===== src/rtl/ps2_keyboard_rx_pkg.sv =====
// Shared definitions for the PS/2 keyboard receiver: FSM states and
// the set-2 scan codes the decoder treats specially.
package ps2_defs;

   typedef enum logic [1:0] {
      IDLE   = 2'd0,
      DATA   = 2'd1,
      PARITY = 2'd2,
      STOP   = 2'd3
   } ps2_state_t;

   localparam logic [7:0] PS2_BREAK = 8'hF0;
   localparam logic [7:0] PS2_EXT   = 8'hE0;
   localparam logic [7:0] PS2_ENTER = 8'h5A;
   localparam logic [7:0] PS2_BKSP  = 8'h66;
   localparam logic [7:0] PS2_SPACE = 8'h29;

endpackage


===== src/rtl/ps2_keyboard_rx_if.sv =====
// Bundle between the PS/2 pins / text controller and the receiver.
// The slave modport is the receiver's view.
interface ps2_keyboard_rx_if;

   logic       iPS2_CLK;
   logic       iPS2_DAT;
   logic [7:0] oScanCode;
   logic [7:0] oKeyboardInput;
   logic       oAdvanceCursor;
   logic       oFrameErr;

   modport master (
      output iPS2_CLK,
      output iPS2_DAT,
      input  oScanCode,
      input  oKeyboardInput,
      input  oAdvanceCursor,
      input  oFrameErr
   );

   modport slave (
      input  iPS2_CLK,
      input  iPS2_DAT,
      output oScanCode,
      output oKeyboardInput,
      output oAdvanceCursor,
      output oFrameErr
   );

endinterface


===== src/rtl/ps2_scan_to_ascii.sv =====
// Set-2 make code to ASCII lookup; hit is low for unmapped codes.
module ps2_scan_to_ascii
   import ps2_defs::*;
(
   input  logic [7:0] scan,
   output logic [7:0] ascii,
   output logic       hit
);

   always_comb begin
      ascii = 8'h00;
      hit   = 1'b1;
      case (scan)
         8'h1C: ascii = 8'h41;
         8'h32: ascii = 8'h42;
         8'h21: ascii = 8'h43;
         8'h23: ascii = 8'h44;
         8'h24: ascii = 8'h45;
         8'h2B: ascii = 8'h46;
         8'h34: ascii = 8'h47;
         8'h33: ascii = 8'h48;
         8'h43: ascii = 8'h49;
         8'h3B: ascii = 8'h4A;
         8'h42: ascii = 8'h4B;
         8'h4B: ascii = 8'h4C;
         8'h3A: ascii = 8'h4D;
         8'h31: ascii = 8'h4E;
         8'h44: ascii = 8'h4F;
         8'h4D: ascii = 8'h50;
         8'h15: ascii = 8'h51;
         8'h2D: ascii = 8'h52;
         8'h1B: ascii = 8'h53;
         8'h2C: ascii = 8'h54;
         8'h3C: ascii = 8'h55;
         8'h2A: ascii = 8'h56;
         8'h1D: ascii = 8'h57;
         8'h22: ascii = 8'h58;
         8'h35: ascii = 8'h59;
         8'h1A: ascii = 8'h5A;
         8'h45: ascii = 8'h30;
         8'h16: ascii = 8'h31;
         8'h1E: ascii = 8'h32;
         8'h26: ascii = 8'h33;
         8'h25: ascii = 8'h34;
         8'h2E: ascii = 8'h35;
         8'h36: ascii = 8'h36;
         8'h3D: ascii = 8'h37;
         8'h3E: ascii = 8'h38;
         8'h46: ascii = 8'h39;
         PS2_SPACE: ascii = 8'h20;
         PS2_ENTER: ascii = 8'h0D;
         PS2_BKSP:  ascii = 8'h08;
         default:   hit   = 1'b0;
      endcase
   end

endmodule


===== src/rtl/ps2_keyboard_rx.sv =====
// PS/2 keyboard receiver feeding the VGA text controller (VGA_CLK domain).
// Define PS2_PARITY_CHECK_EN to drop frames with bad odd parity.
module ps2_keyboard_rx
   import ps2_defs::*;
#(
   parameter int FILTER_LEN     = 8,
   parameter int TIMEOUT_CYCLES = 25000
) (
   input  logic        iCLK,
   input  logic        iRST,
   ps2_keyboard_rx_if.slave kb
);

   localparam int TW = $clog2(TIMEOUT_CYCLES + 1);

   logic [1:0]            clk_sync;
   logic [1:0]            dat_sync;
   logic [FILTER_LEN-1:0] clk_hist;
   logic [FILTER_LEN-1:0] dat_hist;
   logic                  clk_filt;
   logic                  dat_filt;
   logic                  clk_prev;
   logic                  fall;

   // A level is only accepted once the whole history window agrees.
   always_ff @(posedge iCLK or posedge iRST) begin
      if (iRST) begin
         clk_sync <= '1;
         dat_sync <= '1;
         clk_hist <= '1;
         dat_hist <= '1;
         clk_filt <= 1'b1;
         dat_filt <= 1'b1;
         clk_prev <= 1'b1;
      end else begin
         clk_sync <= {clk_sync[0], kb.iPS2_CLK};
         dat_sync <= {dat_sync[0], kb.iPS2_DAT};
         clk_hist <= {clk_hist[FILTER_LEN-2:0], clk_sync[1]};
         dat_hist <= {dat_hist[FILTER_LEN-2:0], dat_sync[1]};
         if (&clk_hist)
            clk_filt <= 1'b1;
         else if (~|clk_hist)
            clk_filt <= 1'b0;
         if (&dat_hist)
            dat_filt <= 1'b1;
         else if (~|dat_hist)
            dat_filt <= 1'b0;
         clk_prev <= clk_filt;
      end
   end

   assign fall = clk_prev & ~clk_filt;

   ps2_state_t state;
   logic [2:0]    bit_cnt;
   logic [7:0]    shreg;
   logic          par_bit;
   logic [TW-1:0] idle_cnt;
   logic          byte_valid;
   logic [7:0]    rx_byte;
   logic          frame_err;
   logic          frame_ok;

`ifdef PS2_PARITY_CHECK_EN
   assign frame_ok = dat_filt & (^{shreg, par_bit});
`else
   assign frame_ok = dat_filt;
`endif

   always_ff @(posedge iCLK or posedge iRST) begin
      if (iRST) begin
         state      <= IDLE;
         bit_cnt    <= '0;
         shreg      <= '0;
         par_bit    <= 1'b0;
         idle_cnt   <= '0;
         byte_valid <= 1'b0;
         rx_byte    <= '0;
         frame_err  <= 1'b0;
      end else begin
         byte_valid <= 1'b0;
         frame_err  <= 1'b0;
         if (fall || state == IDLE)
            idle_cnt <= '0;
         else
            idle_cnt <= idle_cnt + 1'b1;

         // A stalled device must not wedge the receiver mid-frame.
         if (state != IDLE && !fall &&
             idle_cnt == TW'(TIMEOUT_CYCLES - 1)) begin
            state     <= IDLE;
            shreg     <= '0;
            frame_err <= 1'b1;
         end else if (fall) begin
            case (state)
               IDLE: begin
                  if (!dat_filt) begin
                     state   <= DATA;
                     bit_cnt <= '0;
                  end
               end
               DATA: begin
                  shreg   <= {dat_filt, shreg[7:1]};
                  bit_cnt <= bit_cnt + 1'b1;
                  if (bit_cnt == 3'd7)
                     state <= PARITY;
               end
               PARITY: begin
                  par_bit <= dat_filt;
                  state   <= STOP;
               end
               STOP: begin
                  state <= IDLE;
                  if (frame_ok) begin
                     byte_valid <= 1'b1;
                     rx_byte    <= shreg;
                  end else begin
                     frame_err <= 1'b1;
                  end
               end
               default: state <= IDLE;
            endcase
         end
      end
   end

   logic [7:0] map_ascii;
   logic       map_hit;

   ps2_scan_to_ascii u_map (
      .scan  (rx_byte),
      .ascii (map_ascii),
      .hit   (map_hit)
   );

   logic [7:0] scan_q;
   logic [7:0] char_q;
   logic       adv_q;
   logic       brk_flag;
   logic       ext_flag;

   // Prefix bytes arm flags; the byte that follows a prefix is swallowed.
   always_ff @(posedge iCLK or posedge iRST) begin
      if (iRST) begin
         scan_q   <= '0;
         char_q   <= '0;
         adv_q    <= 1'b0;
         brk_flag <= 1'b0;
         ext_flag <= 1'b0;
      end else begin
         adv_q <= 1'b0;
         if (byte_valid) begin
            if (rx_byte == PS2_EXT) begin
               ext_flag <= 1'b1;
            end else if (rx_byte == PS2_BREAK) begin
               brk_flag <= 1'b1;
            end else if (brk_flag || ext_flag) begin
               brk_flag <= 1'b0;
               ext_flag <= 1'b0;
            end else begin
               scan_q <= rx_byte;
               if (map_hit) begin
                  char_q <= map_ascii;
                  adv_q  <= 1'b1;
               end
            end
         end
      end
   end

   assign kb.oScanCode      = scan_q;
   assign kb.oKeyboardInput = char_q;
   assign kb.oAdvanceCursor = adv_q;
   assign kb.oFrameErr      = frame_err;

endmodule

===== src/flat_wrapper.sv =====
// flat-port wrapper written by rule: the top's interface ports become plain ports
module ps2_keyboard_rx_flat import ps2_defs::*;
#(
   parameter int FILTER_LEN     = 8,
   parameter int TIMEOUT_CYCLES = 25000
)
  (iCLK, iRST, kb_iPS2_CLK, kb_iPS2_DAT, kb_oScanCode, kb_oKeyboardInput, kb_oAdvanceCursor, kb_oFrameErr);
  ps2_keyboard_rx_if kb_i ();
  input  logic iCLK;
  input  logic iRST;
  input wire logic [$bits(kb_i.iPS2_CLK)-1:0] kb_iPS2_CLK;
  input wire logic [$bits(kb_i.iPS2_DAT)-1:0] kb_iPS2_DAT;
  output wire logic [$bits(kb_i.oScanCode)-1:0] kb_oScanCode;
  output wire logic [$bits(kb_i.oKeyboardInput)-1:0] kb_oKeyboardInput;
  output wire logic [$bits(kb_i.oAdvanceCursor)-1:0] kb_oAdvanceCursor;
  output wire logic [$bits(kb_i.oFrameErr)-1:0] kb_oFrameErr;
  assign kb_i.iPS2_CLK = kb_iPS2_CLK;
  assign kb_i.iPS2_DAT = kb_iPS2_DAT;
  assign kb_oScanCode = kb_i.oScanCode;
  assign kb_oKeyboardInput = kb_i.oKeyboardInput;
  assign kb_oAdvanceCursor = kb_i.oAdvanceCursor;
  assign kb_oFrameErr = kb_i.oFrameErr;
  ps2_keyboard_rx #(.FILTER_LEN(FILTER_LEN), .TIMEOUT_CYCLES(TIMEOUT_CYCLES)) u_core (.iCLK(iCLK), .iRST(iRST), .kb(kb_i));
endmodule

===== config.mk =====
export PLATFORM = sky130hd
export DESIGN_NAME = ps2_keyboard_rx_flat
export DESIGN_NICKNAME = d
export VERILOG_FILES = /design/src/rtl/ps2_keyboard_rx_pkg.sv /design/src/rtl/ps2_keyboard_rx_if.sv /design/src/rtl/ps2_scan_to_ascii.sv /design/src/rtl/ps2_keyboard_rx.sv /design/src/flat_wrapper.sv
export SDC_FILE = /design/constraint.sdc
export NUM_CORES = 1
export LEC_CHECK = 0
export BUFFER_PORTS_ARGS = -buffer_cell sky130_fd_sc_hd__buf_2
export CAP_MARGIN = 10
export CORE_ASPECT_RATIO = 0.8
export CORE_UTILIZATION = 50
export CTS_CLUSTER_SIZE = 12
export DETAILED_ROUTE_END_ITERATION = 8
export PLACE_DENSITY = 0.68
export SYNTH_ARGS = -nofsm -noshare
export SYNTH_HDL_FRONTEND = slang
export SYNTH_SLANG_ARGS = --single-unit
export TNS_END_PERCENT = 10

===== constraint.sdc =====
create_clock -name iCLK -period 2.4 [get_ports iCLK]
set_input_delay 0.24 -clock iCLK [delete_from_list [all_inputs] [get_ports iCLK]]
set_output_delay 0.24 -clock iCLK [all_outputs]
set_load 0.01 [all_outputs]

Word-level counts from Yosys, hierarchy flattened. Cells that the tools add are included. W data, S select, Z words.

Add/subtract/negate cells: 2. Equality and inequality tests: 52. Mux-type cells: 34. Bitwise operators: 6. Reductions and logical operators: 25.

Operators with widths (number): $pmux W7 S39 (1); $eq A8 B6 Y1 const B (23); $eq A8 B7 Y1 const B (9); $eq A8 B5 Y1 const B (7); $reduce_or A39 Y1 (1); $mux W8 (3); $mux W1 (22); $eq A8 B8 Y1 const B (2); $reduce_and A8 Y1 (2); $reduce_or A8 Y1 (2); $add A15 B1 Y15 const B (1); $eq A15 B15 Y1 const B (1); $mux W15 (1); $reduce_and A4 Y1 (3); $reduce_bool A2 Y1 (6); $reduce_and A3 Y1 (3); $mux W2 (4); $pmux W2 S4 (1); $ne A2 B1 Y1 const B (3); $pmux W3 S2 (1); $not A1 Y1 (5); $reduce_and A5 Y1 (1); $eq A2 B2 Y1 const B (2); $add A3 B1 Y3 const B (1); 12 further kinds (14).

Register bits: 80. Bits of input ports: 4. Output and inout port bits: 18. Word-level logic and storage cells: 138.

Depth between registers and ports, before layout.
Depth in word-level cells: 8. Mapped depth: 9. Mapped depth without buffers: 7.

Modules after synthesis. Synthesis repeated with hierarchy kept, for this count alone.

Cells, all modules: 377. Area total of the unflattened synthesis: 3953.8 µm².

Modules (own cells, without submodules): ps2_keyboard_rx (times used 1, cells each 248, area an instance 3130.5 µm², sequential area each 2030.7 µm²); ps2_scan_to_ascii (times used 1, cells each 129, area an instance 823.3 µm², sequential area each 0.0 µm²).

Worst setup path after synthesis. OpenSTA, ideal clock, no wires.

Path type: register to register. From: reg u_core.rx_byte[1]. To: reg u_core.char_q[0], in the netlist u_core.kb.oKeyboardInput[0]. Setup time: 0.125 ns. Arrival: 1.959 ns. Data required time: 2.275 ns. Slack: 0.316 ns. Stages on the path, launching flop included: 8. Buffers on the path: 1. Period minus slack after synthesis: 2.084 ns. Cells stage by stage: dfrtp_1 > buf_6 > or4b_4 > a21oi_2 > o31ai_1 > and3_4 > a31oi_4 > mux2_4.

Cells in the longest elaborated chain, start to end: 4. Elaborated cells on any way between the ends: 47. Those cells by class: 41 x eq/ne; 2 x mux; 2 x bitwise; 2 x reduce/logical.

Ends and longest elaborated chain: from (decl) (line ps2_keyboard_rx.sv:60) `logic [7:0] rx_byte;`; from (signal assigned) (line ps2_keyboard_rx.sv:116) `rx_byte <= shreg;`; $eq A8 B7 Y1 (tied with other cells) (line ps2_scan_to_ascii.sv:13) `case (scan)`; $reduce_or A39 Y1 (no source line); $mux W1 (line ps2_scan_to_ascii.sv:13); $reduce_and A5 Y1 (no source line); to (signal assigned) (line ps2_keyboard_rx.sv:163) `char_q <= map_ascii;`; to (decl) (line ps2_keyboard_rx.sv:137) `logic [7:0] char_q;`.

Parallel ways exist; a longest one is shown, timed or not. A chain may end at the register's enable or synchronous reset.

Worst setup path in the final report.
From: reg u_core.rx_byte[6]. To: reg u_core.char_q[1], in the netlist u_core.kb.oKeyboardInput[1].

The elaborated chain is that of the path after synthesis.

==> flow_metrics.env <==
export IMPL_cts_buffers=9
export IMPL_outcome="finished clean"
export IMPL_syn_nets=424
export IMPL_first_pass_iters=5
export IMPL_rsz0062_at_grt="false"
export IMPL_synth_largest_area_cell="dfrtp_1"
export IMPL_tightest_slew_ns=0.6076
export IMPL_pin_count=22
export IMPL_setup_viol=0
export IMPL_ys_async_sr_fraction_pct=100.0
export IMPL_finalPower_mw=2.908
export IMPL_slew_headroom_pct=59.12
export IMPL_leakage_nw=2.045
export IMPL_power_density_nw_per_um2=616.4
export IMPL_seqPwrFrac_pct=53.7
export IMPL_layout_commonest_cell="dfrtp_1"
export IMPL_drv_slew=0
export IMPL_vias_per_cell=5.671
export IMPL_ys_warn_count=0
export IMPL_postPlaceCellArea_um2=4487
export IMPL_root_buffer="clkbuf_8"
export IMPL_initial_core_util_pct=51.97
export IMPL_required_ns=2.64
export IMPL_swShare_pct=30.88
export IMPL_postSynthCellCount=413
export IMPL_critical_path_arrival_ns=2.55
export IMPL_cp_start_kind="flip-flop"
export IMPL_clk_latency_ns=0.36
export IMPL_peakVddDrop_v=0.0006061
export IMPL_portBuffers=20
export IMPL_drv_cap=0
export IMPL_wirelength_um=8924
export IMPL_crit_type="flip-flop to flip-flop"
export IMPL_hpwl_um=6132
export IMPL_p_clk_share_pct=32.7
export IMPL_ant_nets=0
export IMPL_clk_pin_slew_worst_paths_ns=0.09
export IMPL_fin_util_pct=59.11
export IMPL_die_w_um=103.8
export IMPL_cts_setup_buffers=0
export IMPL_synth_area_per_cell_um2=10.05
export IMPL_core_um2=7983
export IMPL_wl_per_cell_um=15.79
export IMPL_cts_buffer_depth=2
export IMPL_place_congestion=0.9456
export IMPL_crit_fanout=11
export IMPL_grt_usage_pct=21.58
export IMPL_first_iter_violations=218
export IMPL_synth_ff_type="dfrtp_1"
export IMPL_grt_overflow_total=0
export IMPL_clock_sinks=79
export IMPL_design_area_um2=4718
export IMPL_grt_max_degree=54
export IMPL_drive_above_1_share_pct=28.67
export IMPL_min_path_type="flip-flop to flip-flop"
export IMPL_combPwrFrac_pct=13.6
export IMPL_diodes=0
export IMPL_synth_top_cell_area_share_pct=33.78
export IMPL_worstSetupEndpointType="flip-flop"
export IMPL_rows=29
export IMPL_synth_cell_type_count=73
export IMPL_route_detailed_drc=0
export IMPL_die_h_um=83.48
export IMPL_layout_common_cells="51 x dfrtp_1, 43 x nand2_1, 30 x nor2_1, 30 x buf_4, 26 x a21oi_1"
export IMPL_synth_edff_count=0
export IMPL_layout_min_cycle_time_ns=2.307
export IMPL_grt_pass1_vias=2991
export IMPL_setup_tns_ns=0
export IMPL_p_int_mw=2.010
export IMPL_netSwitchingPower_mw=0.8981
export IMPL_vias=3204
export IMPL_grt_pass1_wl_um=14840
export IMPL_die_area_um2=8668
export IMPL_synth_top_cells_by_area="dfrtp_1 34%, dfstp_2 15%, nand2_1 3.9%"
export IMPL_hold_viol=0
export IMPL_h_tree_depth=3
export IMPL_skew_ns=0.01481
export IMPL_cts_tree="built"
export IMPL_fin_nets=463
export IMPL_synth_area_um2=4149
export IMPL_antenna_found_initial=0
export IMPL_synth_yosys_seq_area_share_pct=48.34
export IMPL_syn_to_final_growth_pct=13.72
export IMPL_synth_seq_cells=79
export IMPL_fin_crit_sh_pct=96.14
export IMPL_max_freq_ghz=0.4334
[cells in the mapped netlist (4+ instances only)]
library cell and instances:
dfstp_2 23, nand4_1 5, buf_2 6, o41ai_1 4
o2111ai_1 4, xor2_1 8, dfrtp_1 56, nand3_1 24
a21oi_1 26, o21ai_1 5, xnor2_1 5, nor2b_1 7
o21ai_0 18, clkbuf_1 11, mux2_4 4, ha_1 7
or4_1 5, nor2_1 30, nor3b_1 5, inv_1 13
buf_4 5, nand2b_1 5, nand2_1 43, mux2_2 12
nor4_1 4
[final timing paths]
path                               startpoint                           to  slack (ns)  cells past startpoint
setup / recovery            u_core.rx_byte[6]  u_core.kb.oKeyboardInput[1]        0.09                      6
hold / removal             u_core.clk_sync[0]           u_core.clk_sync[1]        0.36                      0
setup reg to reg            u_core.rx_byte[6]  u_core.kb.oKeyboardInput[1]        0.09                      6
hold reg to reg            u_core.clk_sync[0]           u_core.clk_sync[1]        0.36                      0
max in group asynchronous                iRST           u_core.dat_hist[0]        1.20                      4
min in group asynchronous                iRST           u_core.idle_cnt[5]        0.48                      3
[layer usage]
layer | part of all wire [%] | up-vias | GRT usage (%)
met2 | 45 | 86 | 31.33
met1 | 49 | 1568 | 31.93
met5 | 0 | - | 0
li1 | - | 1541 | -
met4 | 0.82 | 0 | 6.623
met3 | 4.9 | 9 | 5.152
[repair_timing]
item | CTS | global route
resized for setup | 0 | 6
endpoints found under the setup margin | 0 | 4
hold buffers | 3 | 0
endpoints found under the hold margin | 16 | 0
[flip-flops by register name, indices dropped and copies added, names as in the netlist]
| signal | cells |
|---|---|
| u_core.kb.oScanCode | 8 |
| u_core.brk_flag | 1 |
| u_core.byte_valid | 1 |
| u_core.clk_filt | 1 |
| u_core.shreg | 8 |
| u_core.bit_cnt | 3 |
| u_core.clk_hist | 8 |
| u_core.dat_filt | 1 |
| u_core.dat_hist | 8 |
| u_core.rx_byte | 8 |
| u_core.state | 2 |
| u_core.clk_prev | 1 |
| u_core.clk_sync | 2 |
| u_core.kb.oAdvanceCursor | 1 |
| u_core.idle_cnt | 15 |
| u_core.kb.oKeyboardInput | 7 |
| u_core.ext_flag | 1 |
| u_core.kb.oFrameErr | 1 |
| u_core.dat_sync | 2 |
[cell type report]
type	count	area, um2
multi-input combinational	294	1941
clock inverter	7	62.56
timing repair buffer	55	395.4
inverter	13	48.80
clock buffer	9	123.9
tap	108	135.1
fill	697	3264
sequential	79	2012
[kinds of logic after synthesis]
kind of cell / after synthesis / share of synthesized area, %
multiplexers: 19 / 5.428
AND/OR/NAND/NOR: 169 / 22.86
AO/OA/AOI/OAI: 85 / 13.33
buffers and inverters: 40 / 5.096
other: 1 / 0.09038
XOR/XNOR: 13 / 2.744
flip-flops: 79 / 48.34
adder cells (fa/ha/maj): 7 / 2.111
[critical path: stages (launching register included)]
cell       delay [ns]
dfrtp_1          0.61
xnor2_1          0.18
a2111oi_1        0.44
o21ai_1          0.13
nor3b_2          0.20
a31oi_4          0.31
mux2_4           0.33
[power groups by stage]
stage               logic [mW]  registers, mW  clock network (mW)
floorplan                0.308           1.55                   0
global placement         0.380           1.58                   0
detailed placement       0.394           1.58                   0
CTS                      0.398           1.56               0.987
global route             0.455           1.58                1.05
finish                   0.394           1.56               0.952
[metrics by stage]
step,setup WS (ns),hold slack [ns],std cells
floorplan,0.1747,0.2445,413
global placement,0.09900,0.3186,546
detailed placement,0.09335,0.3217,546
CTS,0.07348,0.3600,565
global route,0.001884,0.3670,565
finish,0.09275,0.3594,565
(Power assumes the default switching activity.)
